--- config.mk ---
export PLATFORM = sky130hd
export DESIGN_NAME = fetch_sequencer
export DESIGN_NICKNAME = d
export VERILOG_FILES = /design/src/rtl/fetch_sequencer_pkg.sv /design/src/rtl/next_pc_calc.sv /design/src/rtl/fetch_sequencer.sv
export SDC_FILE = /design/constraint.sdc
export NUM_CORES = 1
export LEC_CHECK = 0
export ABC_AREA = 0
export CORE_ASPECT_RATIO = 0.8
export CORE_UTILIZATION = 55
export DETAILED_ROUTE_END_ITERATION = 8
export PLACE_DENSITY = 0.91
export SLEW_MARGIN = 15
export SYNTH_ARGS = -nofsm -noshare
export SYNTH_HDL_FRONTEND = slang
export SYNTH_SLANG_ARGS = --single-unit
--- constraint.sdc ---
create_clock -name clk -period 5.56 [get_ports clk]
set_input_delay 0.834 -clock clk [delete_from_list [all_inputs] [get_ports clk]]
set_output_delay 0.834 -clock clk [all_outputs]
set_load 0.01 [all_outputs]
--- src/rtl/fetch_sequencer_pkg.sv ---
// Shared types and constants for the fetch sequencer: FSM states, pcsource codes,
// instruction field positions and the PC-arithmetic helpers used by next_pc_calc.
package fetch_sequencer_pkg;

  typedef enum logic [1:0] {
    ST_IDLE  = 2'd0,
    ST_FETCH = 2'd1,
    ST_EXEC  = 2'd2,
    ST_HALT  = 2'd3
  } state_e;

  // Same encoding the control unit drives on pcsource.
  typedef enum logic [1:0] {
    PCS_SEQ = 2'b00,
    PCS_BR  = 2'b01,
    PCS_JMP = 2'b10,
    PCS_ILL = 2'b11
  } pcs_e;

  localparam int OP_MSB     = 31;
  localparam int OP_LSB     = 26;
  localparam int IMM16_MSB  = 15;
  localparam int IMM16_LSB  = 0;
  localparam int ADDR26_MSB = 25;
  localparam int ADDR26_LSB = 0;

  // Sign-extended 16-bit immediate, scaled to a word offset.
  function automatic logic [31:0] branch_offset(input logic [31:0] inst);
    return {{14{inst[IMM16_MSB]}}, inst[IMM16_MSB:IMM16_LSB], 2'b00};
  endfunction

  // Region-relative jump: keep the top nibble of pc+4, replace the rest.
  function automatic logic [31:0] jump_target(input logic [31:0] pc_plus4,
                                              input logic [31:0] inst);
    return (pc_plus4 & 32'hF000_0000) | {4'b0000, inst[ADDR26_MSB:ADDR26_LSB], 2'b00};
  endfunction

endpackage

--- src/rtl/next_pc_calc.sv ---
// Combinational next-PC selection: sequential, branch, jump, or hold on illegal.
// All arithmetic is modulo 2^32.
module next_pc_calc
  import fetch_sequencer_pkg::*;
(
  input  logic [31:0] pc,
  input  logic [31:0] inst,
  input  logic [1:0]  pcsource,
  output logic [31:0] next_pc
);

  logic [31:0] pc_plus4;
  logic        unused_op;

  assign pc_plus4  = pc + 32'd4;
  // The opcode field plays no part in next-PC selection.
  assign unused_op = ^inst[OP_MSB:OP_LSB];

  always_comb begin
    // NOTE: assign a default before the case so every path drives next_pc (no latch).
    next_pc = pc_plus4;
    case (pcs_e'(pcsource))
      PCS_SEQ: next_pc = pc_plus4;
      PCS_BR:  next_pc = pc_plus4 + branch_offset(inst);
      PCS_JMP: next_pc = jump_target(pc_plus4, inst);
      PCS_ILL: next_pc = pc;
      default: next_pc = pc;
    endcase
  end

endmodule

--- src/rtl/fetch_sequencer.sv ---
// Program-counter owner and instruction-fetch FSM (IDLE/FETCH/EXEC/HALT).
// Optional fetch-ack timeout enabled by defining FETCH_SEQ_TIMEOUT_EN.
module fetch_sequencer
  import fetch_sequencer_pkg::*;
#(
  parameter logic [31:0] RESET_PC       = 32'h0000_0000,
  parameter int unsigned TIMEOUT_CYCLES = 16
) (
  input  logic        clk,
  input  logic        rst,
  input  logic        start,
  output logic        imem_req,
  output logic [31:0] imem_addr,
  input  logic        imem_ack,
  input  logic [31:0] imem_rdata,
  output logic [31:0] inst,
  output logic        inst_valid,
  input  logic [1:0]  pcsource,
  input  logic        exe_stall,
  output logic [31:0] pc,
  output logic        halted,
  output logic        fetch_err
);

  state_e      state_q, state_d;
  logic [31:0] pc_q, pc_d;
  logic [31:0] inst_q, inst_d;
  logic [31:0] next_pc;
  logic        tmo_hit;

  next_pc_calc u_next_pc_calc (
    .pc       (pc_q),
    .inst     (inst_q),
    .pcsource (pcsource),
    .next_pc  (next_pc)
  );

  always_comb begin
    state_d = state_q;
    pc_d    = pc_q;
    inst_d  = inst_q;
    case (state_q)
      ST_IDLE: begin
        if (start) state_d = ST_FETCH;
      end
      ST_FETCH: begin
        // An ack wins over a timeout landing in the same cycle.
        if (imem_ack) begin
          inst_d  = imem_rdata;
          state_d = ST_EXEC;
        end else if (tmo_hit) begin
          state_d = ST_HALT;
        end
      end
      ST_EXEC: begin
        if (!exe_stall) begin
          if (pcs_e'(pcsource) == PCS_ILL) begin
            state_d = ST_HALT;
          end else begin
            pc_d    = next_pc;
            state_d = ST_FETCH;
          end
        end
      end
      ST_HALT: state_d = ST_HALT;
      default: state_d = ST_IDLE;
    endcase
  end

  // NOTE: state registers use non-blocking assignments and a synchronous reset
  // sampled on the clock edge; reset drops any ack arriving in the same cycle.
  always_ff @(posedge clk) begin
    if (rst) begin
      state_q <= ST_IDLE;
      pc_q    <= RESET_PC;
      inst_q  <= '0;
    end else begin
      state_q <= state_d;
      pc_q    <= pc_d;
      inst_q  <= inst_d;
    end
  end

`ifdef FETCH_SEQ_TIMEOUT_EN
  localparam int unsigned TMO_W = $clog2(TIMEOUT_CYCLES + 1);

  logic [TMO_W-1:0] tmo_cnt_q;
  logic             fetch_err_q;

  // The counter idles at zero outside FETCH, so it is clear on every FETCH entry.
  assign tmo_hit = (state_q == ST_FETCH) && !imem_ack &&
                   (tmo_cnt_q == TMO_W'(TIMEOUT_CYCLES - 1));

  always_ff @(posedge clk) begin
    if (rst) begin
      tmo_cnt_q   <= '0;
      fetch_err_q <= 1'b0;
    end else begin
      if (state_q != ST_FETCH || imem_ack) tmo_cnt_q <= '0;
      else                                 tmo_cnt_q <= tmo_cnt_q + TMO_W'(1);
      if (tmo_hit) fetch_err_q <= 1'b1;
    end
  end

  assign fetch_err = fetch_err_q;
`else
  logic [31:0] unused_tmo;

  assign unused_tmo = 32'(TIMEOUT_CYCLES);
  assign tmo_hit    = 1'b0;
  assign fetch_err  = 1'b0;
`endif

  assign imem_req   = (state_q == ST_FETCH);
  assign imem_addr  = pc_q;
  assign inst_valid = (state_q == ST_EXEC);
  assign halted     = (state_q == ST_HALT);
  assign inst       = inst_q;
  assign pc         = pc_q;

endmodule

==> flow_metrics.env <==
export IMPL_status="complete, no violations"
export IMPL_antenna_found_initial=0
export IMPL_fin_area_sq_um=6890
export IMPL_switchingPower_w=0.000367
export IMPL_grt_use_total_pct=33.2
export IMPL_final_cells=957
export IMPL_syn_area_sq_um=5500
export IMPL_numCtsBuffers=9
export IMPL_syn_inst=742
export IMPL_startpoint_type="register"
export IMPL_ios=139
export IMPL_clockBufferDepth=2
export IMPL_grt_setup_unrepaired="no"
export IMPL_drt_antenna_violating_nets=0
export IMPL_synth_top_cell_area_share_pct=23.3
export IMPL_final_seq_area_sq_um=1280
export IMPL_path_class="register to register"
export IMPL_area_growth_pct=25.3
export IMPL_cts_root_buffer="clkbuf_16"
export IMPL_grt_overflow_total=0
export IMPL_hold_buffers=0
export IMPL_yosysSeqAreaShare_pct=23.3
export IMPL_cts_tree="built"
export IMPL_end_kind="register"
export IMPL_vias_per_cell=6.30
export IMPL_max_slew_margin_pct=26.0
export IMPL_clock_power_share_pct=43.0
export IMPL_drv_slew=0
export IMPL_synth_edf_count=0
export IMPL_power_w=0.00125
export IMPL_cts_sinks=64
export IMPL_post_route_min_period_ps=4170
export IMPL_grt_pass1_wl_um=27700
export IMPL_routedWlPerCell_um=18.2
export IMPL_grt_pass1_vias=5511
export IMPL_peakVddDrop_v=0.000128
export IMPL_route_vias_total=6026
export IMPL_p_per_area_nw_per_um2=182
export IMPL_leakage_nw=2.61
export IMPL_dp_hpwl_um=12700
export IMPL_hold_class="register to register"
export IMPL_coreArea_sq_um=9690
export IMPL_post_cts_resized=0
export IMPL_port_buffers=133
export IMPL_drive_gt1_share_pct=4.99
export IMPL_fillers=816
export IMPL_drc=0
export IMPL_cts_clk_slew_worst_paths_ps=60
export IMPL_synth_cell_type_count=72
export IMPL_antenna_cells=0
export IMPL_htree_num_levels=3
export IMPL_cp_required_ps=5780
export IMPL_initial_core_util_pct=56.8
export IMPL_die_h_um=91.5
export IMPL_synth_top_cell_by_area="dfxtp_1"
export IMPL_insertion_delay_ps=330
export IMPL_report_final_hold_viol_count=0
export IMPL_seq_power_share_pct=39.6
export IMPL_yosys_top_cells_area="dfxtp_1, ha_1, nand2_1"
export IMPL_grt_max_degree=68
export IMPL_async_flop_share_pct=0
export IMPL_layout_nets=894
export IMPL_drtIter0Drc=650
export IMPL_setup_viol=0
export IMPL_row_count=32
export IMPL_multi_input_area_sq_um=3720
export IMPL_max_freq_mhz=240
export IMPL_die_w_um=114
export IMPL_p_comb_share_pct=17.4
export IMPL_path_max_fanout=7
export IMPL_fp_dieArea_sq_um=10400
export IMPL_p_int_w=0.000885
export IMPL_layout_commonest_cell="clkdlybuf4s50_1"
export IMPL_most_common_layout_cells="clkdlybuf4s50_1, nand2_1, a21oi_1"
export IMPL_fin_skew_ps=11.6
export IMPL_period_share_pct=74.9
export IMPL_setup_tns_ps=0
export IMPL_syn_area_per_cell_sq_um=7.41
export IMPL_crit_arrival_ps=4380
export IMPL_switching_share_pct=29.3
export IMPL_place_ws_ps=1510
export IMPL_worstMarginPinSlew_ps=1110
export IMPL_dp_cells=941
export IMPL_ys_warnings_count=0
export IMPL_routed_wl_um=17400
export IMPL_cts_setup_buffers=0
export IMPL_dr_pass1_iters=6
export IMPL_place_area_sq_um=6610
export IMPL_cap_violations=0
export IMPL_fin_ws_ps=1390
export IMPL_gp_congestion=0.901
export IMPL_synth_seq_cells=64
export IMPL_ys_flop_type="dfxtp_1"
[path summary, 6_finish.rpt]
path              slack [ps]             to    startpoint  depth (start not counted)
setup reg to reg        1390  imem_addr[20]  imem_addr[5]                         14
hold reg to reg          460       inst[28]      inst[28]                          2
setup / recovery        1390  imem_addr[20]  imem_addr[5]                         14
hold / removal           460       inst[28]      inst[28]                          2
[cell families (layout without fill, tap and decap cells)]
kind of cell,after synthesis,in the layout,share of synthesized area [%]
flip-flops,64,64,23.3
multiplexers,2,2,0.364
adder cells (fa/ha/maj),39,39,9.01
XOR/XNOR,50,50,7.96
other,1,5,0.0682
AO/OA/AOI/OAI,233,233,27.9
buffers and inverters,98,173,9.44
AND/OR/NAND/NOR,255,255,22.0
[cells in the mapped netlist (14+ instances only)]
| master | number |
|---|---|
| a21o_1 | 16 |
| a21oi_1 | 78 |
| a221oi_1 | 14 |
| a31oi_1 | 15 |
| buf_4 | 36 |
| clkbuf_1 | 33 |
| dfxtp_1 | 64 |
| ha_1 | 38 |
| inv_1 | 18 |
| nand2_1 | 112 |
| nand3_1 | 23 |
| nor2_1 | 45 |
| o21ai_0 | 34 |
| xnor2_1 | 35 |
| xor2_1 | 15 |
[worst max-delay path, cell delays in order (launching register included)]
cell and delay, ps:
dfxtp_1 470, nand4_1 320, nor2_4 270, nand3_1 220, nor2_1 230, xor2_1 180, ha_1 320, a21oi_1 180
o21ai_0 240, a31o_2 320, a31oi_1 400, o21ai_1 160, xnor2_1 180, a221o_1 330, a32o_1 230
[power by group through the flow]
stage / sequential, W / clock (W) / combinational (W)
after CTS: 0.000495 / 0.000539 / 0.000214
final: 0.000496 / 0.000539 / 0.000217
after global placement: 0.000504 / 0 / 0.000206
after floorplan: 0.000504 / 0 / 0.000123
after detailed placement: 0.000505 / 0 / 0.000213
after global routing: 0.000498 / 0.000554 / 0.000233
[registers in the layout, indices dropped and copies added (netlist names)]
| name | flops |
|---|---|
| inst | 32 |
| imem_addr | 30 |
| state_q | 2 |
[routing by layer]
layer | up-vias | track usage [%] | routed length, um
li1 | 2795 | - | -
met1 | 2830 | 44.6 | 7630
met2 | 359 | 55.2 | 7970
met3 | 42 | 5.14 | 1510
met4 | 0 | 8.98 | 331
met5 | - | 0 | 0
[cell type report]
type,count,share of cell area [%]
Clock inverter,6,0.635
Sequential cell,64,18.6
Clock buffer,10,3.47
Timing Repair Buffer,138,19.8
Tap cell,136,2.47
Multi-Input combinational cell,584,54.0
Inverter,19,1.03
[stage by stage]
| step | hold WS [ps] | util (%) |
|---|---|---|
| 2_1_floorplan | 481 | - |
| 3_5_place_dp | 450 | 68.2 |
| 5_1_grt | 489 | 71.1 |
| 3_3_place_gp | 441 | 68.2 |
| 6_report | 455 | 71.1 |
| 4_1_cts | 459 | 71.1 |
Power figures use the tool's default switching activity.
